--- src/rtl/commu_tp_pkg.sv ---
// Shared constants for the commu_m test-pattern source: mode codes, config layout,
// PRBS7 seed/taps and the fixed-pattern byte list.
package commu_tp_pkg;

    typedef enum logic [2:0] {
        TP_FIX   = 3'd0,
        TP_INC   = 3'd1,
        TP_DEC   = 3'd2,
        TP_WALK  = 3'd3,
        TP_PRBS7 = 3'd4
    } tp_mode_e;

    typedef struct packed {
        logic [3:0] rsvd;
        logic       en;
        logic [2:0] mode;
    } tp_cfg_t;

    localparam int unsigned PRBS7_W      = 7;
    localparam logic [PRBS7_W-1:0] PRBS7_SEED = 7'h7F;
    localparam int unsigned PRBS7_TAP_HI = 6;
    localparam int unsigned PRBS7_TAP_LO = 5;

    localparam int unsigned FIX_N = 4;
    // Index 0 is the first word after a restart.
    localparam logic [FIX_N-1:0][7:0] FIX_BYTES = {8'hA5, 8'h5A, 8'hAA, 8'h55};

endpackage

--- src/rtl/commu_tp_lfsr.sv ---
// Combinational DW-step PRBS7 advance; the caller owns the state register.
module commu_tp_lfsr
    import commu_tp_pkg::*;
#(
    parameter int unsigned DW = 8
) (
    input  logic [PRBS7_W-1:0] i_state,
    output logic [DW-1:0]      o_word,
    output logic [PRBS7_W-1:0] o_next
);

    logic [PRBS7_W-1:0] w_s;

    // Serial bit is the MSB of the state; word is packed MSB first.
    always_comb begin
        w_s    = i_state;
        o_word = '0;
        for (int i = 0; i < DW; i++) begin
            o_word[DW-1-i] = w_s[PRBS7_W-1];
            w_s = {w_s[PRBS7_W-2:0], w_s[PRBS7_TAP_HI] ^ w_s[PRBS7_TAP_LO]};
        end
        o_next = w_s;
    end

endmodule

--- src/rtl/commu_tp_gen.sv ---
// Parametrised show-ahead test-pattern source with optional framing, word and
// frame counters. Any change of cfg_tp restarts the whole generator.
module commu_tp_gen
    import commu_tp_pkg::*;
#(
    parameter int unsigned DW    = 8,
    parameter int unsigned LEN_W = 16
) (
    input  logic             clk_sys,
    input  logic             rst_n,
    input  logic             tp_rd,
    output logic [DW-1:0]    tp_q,
    output logic             tp_sof,
    output logic             tp_eof,
    output logic [31:0]      tp_cnt,
    output logic [LEN_W-1:0] tp_frm_cnt,
    input  logic [7:0]       cfg_tp,
    input  logic [LEN_W-1:0] cfg_len
);

    tp_cfg_t              r_cfg;
    tp_cfg_t              w_cfg_new;
    logic [DW-1:0]        r_word;
    logic [1:0]           r_fix;
    logic [PRBS7_W-1:0]   r_lfsr;
    logic [LEN_W-1:0]     r_idx;
    logic [31:0]          r_cnt;
    logic [LEN_W-1:0]     r_frm;

    logic                 w_restart;
    logic                 w_adv;
    logic                 w_eof;
    logic [DW-1:0]        w_init_word;
    logic [DW-1:0]        w_prbs_word;
    logic [PRBS7_W-1:0]   w_prbs_next;

    assign w_cfg_new = tp_cfg_t'(cfg_tp);
    assign w_restart = (w_cfg_new != r_cfg);
    assign w_adv     = r_cfg.en && tp_rd && !w_restart;
    assign w_eof     = r_cfg.en && (cfg_len != '0) && (r_idx >= LEN_W'(cfg_len - LEN_W'(1)));

    commu_tp_lfsr #(
        .DW (DW)
    ) u_lfsr (
        .i_state (r_lfsr),
        .o_word  (w_prbs_word),
        .o_next  (w_prbs_next)
    );

    // Starting word for the arithmetic/walking modes, taken from the incoming config.
    always_comb begin
        w_init_word = '0;
        case (w_cfg_new.mode)
            TP_DEC:  w_init_word = '1;
            TP_WALK: w_init_word = DW'(1);
            default: w_init_word = '0;
        endcase
    end

    always_ff @(posedge clk_sys or negedge rst_n) begin
        if (!rst_n) begin
            r_cfg  <= '0;
            r_word <= '0;
            r_fix  <= '0;
            r_lfsr <= PRBS7_SEED;
            r_idx  <= '0;
            r_cnt  <= '0;
            r_frm  <= '0;
        end else if (w_restart) begin
            r_cfg  <= w_cfg_new;
            r_word <= w_init_word;
            r_fix  <= '0;
            r_lfsr <= PRBS7_SEED;
            r_idx  <= '0;
            r_cnt  <= '0;
            r_frm  <= '0;
        end else if (w_adv) begin
            case (r_cfg.mode)
                TP_FIX:   r_fix  <= r_fix + 2'd1;
                TP_INC:   r_word <= r_word + DW'(1);
                TP_DEC:   r_word <= r_word - DW'(1);
                TP_WALK:  r_word <= {r_word[DW-2:0], r_word[DW-1]};
                TP_PRBS7: r_lfsr <= w_prbs_next;
                default:  r_word <= r_word;
            endcase

            if (r_cnt != '1) begin
                r_cnt <= r_cnt + 32'd1;
            end

            // Unframed operation parks idx at 1 so only the first word carries sof.
            if (w_eof) begin
                r_idx <= '0;
                r_frm <= r_frm + LEN_W'(1);
            end else if (cfg_len == '0) begin
                r_idx <= LEN_W'(1);
            end else begin
                r_idx <= r_idx + LEN_W'(1);
            end
        end
    end

    always_comb begin
        tp_q = '0;
        if (r_cfg.en) begin
            case (r_cfg.mode)
                TP_FIX:   tp_q = {(DW/8){FIX_BYTES[r_fix]}};
                TP_INC:   tp_q = r_word;
                TP_DEC:   tp_q = r_word;
                TP_WALK:  tp_q = r_word;
                TP_PRBS7: tp_q = w_prbs_word;
                default:  tp_q = '0;
            endcase
        end
    end

    assign tp_sof     = r_cfg.en && (r_idx == '0);
    assign tp_eof     = w_eof;
    assign tp_cnt     = r_cnt;
    assign tp_frm_cnt = r_frm;

endmodule
--- config.mk ---
export PLATFORM = sky130hd
export DESIGN_NAME = commu_tp_gen
export DESIGN_NICKNAME = d
export VERILOG_FILES = /design/src/rtl/commu_tp_pkg.sv /design/src/rtl/commu_tp_lfsr.sv /design/src/rtl/commu_tp_gen.sv
export SDC_FILE = /design/constraint.sdc
export NUM_CORES = 1
export LEC_CHECK = 0
export CAP_MARGIN = 20
export CORE_MARGIN = 3
export CORE_UTILIZATION = 35
export DETAILED_ROUTE_END_ITERATION = 8
export MAX_ROUTING_LAYER = met4
export SLEW_MARGIN = 15
export SYNTH_ARGS = -nofsm -noshare
export SYNTH_HDL_FRONTEND = slang
export SYNTH_HIERARCHICAL = 1
export SYNTH_SLANG_ARGS = --single-unit
--- constraint.sdc ---
create_clock -name clk_sys -period 9.3 [get_ports clk_sys]
set_input_delay 1.395 -clock clk_sys [delete_from_list [all_inputs] [get_ports clk_sys]]
set_output_delay 1.395 -clock clk_sys [all_outputs]
set_load 0.005 [all_outputs]
======== Yosys cells after proc, flatten, opt, wreduce, memory -nomap -nowiden ========
Index checks and enable logic that the tools add are counted.
operators by class
  multipliers ............................. 0
  mux-type cells .......................... 24
  reductions and logical operators ........ 22
  equal/unequal tests ..................... 8
  order comparisons ....................... 2
  add/subtract/negate cells ............... 7
  bitwise logic cells ..................... 8
  divide/modulo/power cells ............... 0
  shift operators ......................... 0
operator list
  cell                   number
  $mux 16                7
  $mux 32                3
  $pmux 8 s3             2
  $add 16x1->16 const B  2
  $add 32x1->32 const B  1
  $logic_not 16->1       2
  $mux 8                 4
  $ne 32x32->1 const B   1
  $mux 7                 3
  $bmux 8 s2             1
  $ge 16x16->1           1
  $pmux 8 s2             1
  $reduce_bool 16->1     1
  $sub 16x1->16 const B  1
  $eq 3x2->1 const B     4
  $reduce_and 2->1       5
  $reduce_bool 2->1      5
  $add 8x1->8 const B    1
  $ne 8x8->1             1
  $sub 8x1->8 const B    1
  $xor 1x1->1            8
  $mux 2                 3
  $logic_and 1x1->1      5
  $reduce_bool 4->1      1
  7 further kinds        7
storage, ports and cells
  memories ................................ 0
  latch bits .............................. 0
  memory bits (writable) .................. 0
  output and inout bits ................... 58
  flip-flop bits (word level) ............. 89
  logic and storage cells ................. 80
  memory bits (read-only) ................. 0

======== Longest topological paths before layout ========
Gate-level depths: netlist of the first run.
  depth after elaboration ................. 6
  gate-level depth with buffers ........... 17
  gate-level depth less buffers ........... 15

======== Cells and area by module ========
Netlist of the first run, hierarchy kept.
modules (own cells, without submodules)
  module         area an instance (um^2)  times used  cells an instance  seq. area each (um^2)
  commu_tp_gen   5735.5                   1           656                2235.9
  commu_tp_lfsr  137.6                    1           15                 0.0

======== Worst setup path before layout of the first run ========
No wires, ideal clock.
  path type ............................... input to output
  from .................................... in cfg_len[3]
  to ...................................... out tp_eof
  arrival ................................. 4.340 ns
  stages on the path ...................... 15
  buffers on the path ..................... 2
  setup slack ............................. 3.565 ns
  cells stage by stage .................... or3_1 nor3_2 nand2b_1 or3_1 or2_2 nor4_2 xnor2_1 ha_1 and3_1 o21ai_0 o21a_1 o21a_1 clkbuf_1 clkbuf_1 nor2_1
on the way
  cells in the longest elaborated chain, start to end .. 3
  elaborated cells on any way between the ends .. 5
  classes of those cells .................. add/sub: 1; order compare: 1; reduce/logical: 3
RTL lines
  item                                                 RTL line            source
  from (decl)                                          commu_tp_gen.sv:18  input logic [LEN_W-1:0] cfg_len
  $sub 16x1->16 or $reduce_bool 16->1 (tied branches)  commu_tp_gen.sv:40  assign w_eof = r_cfg.en && (cfg_len != '0) && (r_idx >= LEN_W'(cfg_len - LEN_W'(1)));
  $ge 16x16->1 or $logic_and 1x1->1 (tied branches)    commu_tp_gen.sv:40
  $logic_and 1x1->1 *                                  commu_tp_gen.sv:40
  to (decl)                                            commu_tp_gen.sv:14  output logic tp_eof,
Every way passes the cells marked *; elsewhere a longest branch is shown, timed or not.

======== Final worst setup path of the first run ========
Ends and elaborated chain as after synthesis.

==> results.cfg, run 1 <==
[placement]
portBuffers = 84
post_dp_cell_area_mm2 = 0.00680
dp_hpwl_mm = 10.8
gp_routability_congestion = 0.807
pre_cts_ws_ns = 2.46
dp_cells = 931

[logic_synthesis]
synth.most_common_cell = dfrtp_1
yosys.area_share.adder_pct = 6.52
synth_xor_area_share_pct = 11.0
synth-seq-cells = 89
yosysSeqAreaShare_pct = 38.1
netlist_area_mm2 = 0.00587
async_flop_share_pct = 100
syn_avg_cell_area_um2 = 8.75
synth_nets = 728
yosysTopAreaCellShare_pct = 34.9
muxShareOfSynthArea_pct = 0.511
synth_top_family_by_area = simple AND/OR/NAND/NOR gates
synth_common_cells = dfrtp_1 (82), nor2_1 (73), nand2_1 (61)
yosys.area_share.simple_pct = 27.3
synth_top_cells_by_area = dfrtp_1 (35%), ha_1 (6.2%), xnor2_1 (5.7%)
synthCells = 671
synth-edff-count = 0
yosysWarnings = 6
ys_types = 59
ys.flop_type = dfrtp_1
synth-compound-area-share_pct = 12.1
yosysTopAreaCell = dfrtp_1

[floorplan]
rows = 46
core_area_mm2 = 0.0162
io-pin-count = 85
dieWidth_um = 136
initial_utilization_pct = 36.3
die_area_mm2 = 0.0184
die-height_um = 136

[critical_path]
path_class = input pin to output pin
worst-path-buf-inv = 2
rr_worst_depth = 7
required_ns = 7.91
path_max_fanout = 19
arrival_ns = 5.43
critical_path_depth = 15
cp_slowest_stage_delay_ns = 0.51
start_kind = input pin
cp-end-kind = output pin
crit_family = simple AND/OR/NAND/NOR gates
r2r_slack_ns = 5.70
cp_slowest_cell = o21a_1
path_cells = clkdlybuf4s50_1, or3_1, nor3_2, nand2b_1, or3_1, or2_2, nor4_2, xnor2_1, ha_1, and3_1, o21ai_0, o21a_1, o21a_1, nor2_1, clkdlybuf4s50_1

[timing]
finalClockSkew_ns = 0.00866
relSlewSlack_pct = 33.9
worst_pin_slew_ns = 0.988
period_needed_ns = 6.83
worst_slack_ns = 2.47
slew_violations = 0
fmax_ghz = 0.146
period_share_pct = 73.4
setup_violations = 0
finalHoldViolations = 0
tns_ns = 0
rsz0062_at_grt = false
hold_ws_ns = 0.525

[global_route]
grt_overflow = 0
antenna_found_initial = 1
grt.total_usage_pct = 17.2
grt_pass1_wl_mm = 25.1
grt_pass1_vias = 5116
grt_max_degree = 61

[clock_tree]
cts_resized = 0
cts_tree = done
cts_sinks = 89
cts_setup_buffers = 0
cts-hold-fix-buffers = 0
clockBufferDepth = 2
clkLatencyLatePin_ns = 0.33
numCtsBuffers = 9
htreeDepth = 3
root_buffer = clkbuf_16
path_clk_slew_ns = 0.06

[hold_path]
hold_path_class = flip-flop to flip-flop
hold_path_depth = 2

[detailed_routing]
routed_via_density = 5.33
wl_per_cell_um = 15.8
vias = 5055
drc = 0
antenna_left = 0
dr.first_iter.drc_count = 323
first_pass_iters = 5
wirelength_mm = 14.9

[layout]
design_area_mm2 = 0.00709
layoutNonFillerInstCount = 948
drive_gt1_share_pct = 5.47
num-nets-final = 784
area_growth_pct = 20.6
nFillCells = 1537

[pwr]
ir_worst_vdd_uv = 87.7
p_leak_uw = 0.00277
p_per_area_mw_per_mm2 = 115

[status]
outcome = finished clean

[flow_run]
maxCapViolCount = 0
[sequential cells by signal, indices dropped and copies added (netlist names)]
name / flops
r_idx: 16
r_lfsr: 7
tp_frm_cnt: 16
tp_cnt: 32
r_word: 8
r_fix: 2
r_cfg: 8
[path summary, 6_finish.rpt]
check | start | to
worst max-delay path | cfg_len[3] | tp_eof
worst min-delay path | r_lfsr[0]$_DFFE_PN1P_ | r_lfsr[0]$_DFFE_PN1P_
worst max register to register | r_cfg[2]$_DFFE_PN0N_ | r_idx[8]$_DFFE_PN0P_
worst min register to register | r_lfsr[0]$_DFFE_PN1P_ | r_lfsr[0]$_DFFE_PN1P_
max in group asynchronous | rst_n | tp_frm_cnt[1]$_DFFE_PN0P_
min in group asynchronous | rst_n | tp_frm_cnt[6]$_DFFE_PN0P_
[power by group]
part	internal (uW)	switching [uW]	leakage, uW
clock network	207	147	0.000133
registers	391	5.56	0.00120
logic	30.1	38.1	0.00145
total	627	190	0.00277
[per-layer routing]
layer	track usage, %	up-vias	share of wire [%]
met3	3.49	23	5.0
met1	22.2	2430	45
met2	27.3	120	48
li1	-	2482	-
met4	5.49	0	1.9
met5	-	-	0
[logic make-up (layout without fill, tap and decap cells)]
logic type,Yosys count,after routing
AOI/OAI and AO/OA,113,113
xor gates and xnor gates,72,72
adders and majority gates,30,30
buffers and inverters,58,118
DFF,89,89
muxes,3,3
other,0,1
and+or+nand+nor,306,306
[placed cells by master (no fill, tap or decap), types with 5 or more instances in the layout]
master and count:
clkdlybuf4s50_1 83, dfrtp_1 82, nor2_1 73, nand2_1 60
o21ai_0 46, xnor2_1 38, xor2_1 33, nand3_1 30
ha_1 29, and3_1 22, nor4_1 20, nor3_1 19
a21oi_1 19, nor2b_1 16, inv_1 16, nand4_1 14
or3_1 13, a211oi_1 9, clkbuf_16 9, nor4b_1 7
dfstp_2 7, a31oi_1 6, o21a_1 5, a221o_1 5
[cell type report]
class | count | area (um2) | area share (%)
clock buffer | 12 | 236 | 3.34
multi-input combinational | 524 | 3380 | 47.7
clock inverter | 3 | 42.5 | 0.600
timing repair buffer | 87 | 858 | 12.1
tap | 216 | 270 | 3.81
sequential | 89 | 2240 | 31.6
antenna | 1 | 2.50 | 0.0353
inverter | 16 | 60.1 | 0.848
[worst min-delay path: stages (launching register included)]
cell and delay [ns]:
dfstp_2 0.39, nand2_1 0.05, nand3_1 0.07
[through the flow]
stage,utilization (%),power [uW]
6_report,43.8,818
5_1_grt,43.8,853
4_1_cts,43.8,829
3_5_place_dp,42.0,472
3_3_place_gp,42.0,470
2_1_floorplan,-,436
No activity file was read; power rests on OpenSTA's default activity.
==> inputs of run 2 (changes only) <==
==> constraint.sdc (replaced) <==
create_clock -name clk_sys -period 6.4 [get_ports clk_sys]
set_input_delay 0.96 -clock clk_sys [delete_from_list [all_inputs] [get_ports clk_sys]]
set_output_delay 0.96 -clock clk_sys [all_outputs]
set_load 0.005 [all_outputs]
==> results.cfg, run 2 (same netlist as run 1, synthesis figures left out) <==
[status]
outcome = finished clean

[pwr]
p_sw_share_pct = 23.0
p_leak_uw = 0.00278
pwr-share-seq_pct = 48.3
p_clk_share_pct = 43.4
power_switching_uw = 274
p_per_area_mw_per_mm2 = 168
cell_internal_pwr_uw = 917
combPwrFrac_pct = 8.3
ir_worst_vdd_uv = 100

[clock_tree]
path_clk_slew_ns = 0.06
cts_sinks = 89
clockBufferDepth = 2
cts_setup_buffers = 0
numCtsBuffers = 9
cts_tree = done
htreeDepth = 3
cts_resized = 0
root_buffer = clkbuf_16
clkLatencyLatePin_ns = 0.34
cts-hold-fix-buffers = 0

[global_route]
grt.total_usage_pct = 17.2
grt_overflow = 0
grt_pass1_wl_mm = 25.1
grt_max_degree = 61
antenna_found_initial = 0
grt_pass1_vias = 5039

[floorplan]
rows = 46
dieWidth_um = 136
die_area_mm2 = 0.0184
io-pin-count = 85
die-height_um = 136
initial_utilization_pct = 36.3
core_area_mm2 = 0.0162

[critical_path]
rr_worst_depth = 7
r2r-start = r_cfg[2]$_DFFE_PN0N_
path_max_fanout = 19
r2r_slack_ns = 2.78
crit-reg2reg-capture = r_idx[10]$_DFFE_PN0P_
required_ns = 5.44
arrival_ns = 5.00
path_class = input pin to output pin
cp-end-kind = output pin
start_kind = input pin

[layout]
n_antenna_cell = 0
final_common_cell = clkdlybuf4s50_1
largest_register_ff_count = 32
num-nets-final = 784
drive_gt1_share_pct = 5.74
layout_common_cells = clkdlybuf4s50_1 (83), dfrtp_1 (82), nor2_1 (73)
nFillCells = 1550
layoutNonFillerInstCount = 948
area_growth_pct = 20.9

[timing]
setup_violations = 0
slew_violations = 0
finalClockSkew_ns = 0.00834
period_share_pct = 93.2
fmax_ghz = 0.168
period_needed_ns = 5.96
rsz0062_at_grt = false
finalHoldViolations = 0
relSlewSlack_pct = 34.5
worst_pin_slew_ns = 0.978
tns_ns = 0

[placement]
dp_cells = 931
gp_routability_congestion = 0.807
dp_hpwl_mm = 10.8
portBuffers = 84

[detailed_routing]
wl_per_cell_um = 16.0
drc = 0
routed_via_density = 5.32
first_pass_iters = 5
dr.first_iter.drc_count = 332
antenna_left = 0
vias = 5043
wirelength_mm = 15.1

[hold_path]
hold_path_depth = 2
hold_path_class = flip-flop to flip-flop
hold_path_end = r_lfsr[0]$_DFFE_PN1P_
hold_path.startpoint = r_lfsr[0]$_DFFE_PN1P_

[flow_run]
maxCapViolCount = 0
==> run 2: changes by cell type in the layout (fill, tap and decap cells not counted), sizes merged <==
| cell | before | now |
|---|---|---|
| clkbuf | 12 | 15 |
| diode | 1 | 0 |
| clkinv | 1 | 0 |
| bufinv | 1 | 0 |
==> run 2: how the worst max path moves through the flow <==
stage	from	endpoint	slack, ns	cells past startpoint
floorplan	cfg_len[3]	tp_eof	1.54	15
finish	cfg_len[2]	tp_eof	0.44	15
global placement	cfg_len[3]	tp_eof	0.62	15
global route	cfg_len[2]	tp_eof	0.20	15
CTS	cfg_len[2]	tp_eof	0.44	15
detailed placement	cfg_len[2]	tp_eof	0.45	15
==> run 2: cell type report <==
class | instances | area (um2) | share of cell area [%]
Clock inverter | 1 | 7.51 | 0.106
Inverter | 16 | 60.1 | 0.846
Sequential cell | 89 | 2240 | 31.5
Timing Repair Buffer | 87 | 858 | 12.1
Tap cell | 216 | 270 | 3.81
Clock buffer | 15 | 288 | 4.05
Multi-Input combinational cell | 524 | 3380 | 47.6
==> run 2: power groups by stage <==
stage / sequential [uW] / clock (uW) / combinational (uW)
after floorplan: 582 / 0 / 52.0
after global placement: 585 / 0 / 97.0
after detailed placement: 586 / 0 / 100
after CTS: 576 / 534 / 101
after global routing: 576 / 555 / 112
final: 576 / 517 / 99.2
==> run 2: metrics by stage <==
| step | hold slack [ns] | worst slack [ns] | instance area [um2] | power, uW | util, % |
|---|---|---|---|---|---|
| after floorplan | 0.492 | 1.54 | 5870 | 634 | - |
| after global placement | 0.512 | 0.625 | 6800 | 682 | 42.0 |
| after detailed placement | 0.518 | 0.451 | 6800 | 686 | 42.0 |
| after CTS | 0.529 | 0.444 | 7090 | 1210 | 43.9 |
| after global routing | 0.556 | 0.196 | 7100 | 1240 | 43.9 |
| final | 0.523 | 0.436 | 7100 | 1190 | 43.9 |
==> run 2: per-layer routing <==
metal  up-vias  part of all wire (%)  track usage, %  wire, um
met5         -                     0               -         0
met4         0                   1.8            5.04       272
met3        20                   5.2            4.09       784
met2       113                    47            27.1      7150
met1      2432                    46            22.3      6930
li1       2478                     -               -         -
==> run 2: worst max-delay path, stage by stage <==
cell and delay (ns):
clkdlybuf4s50_1 0.48, or3_1 0.42, nor3_2 0.18, nand2b_1 0.13, or3_1 0.36, or2_2 0.32
nor4_2 0.21, xnor2_1 0.17, ha_1 0.26, and3_1 0.19, o21ai_0 0.08, o21a_1 0.15
o21a_1 0.51, nor2_1 0.10, clkdlybuf4s50_1 0.49
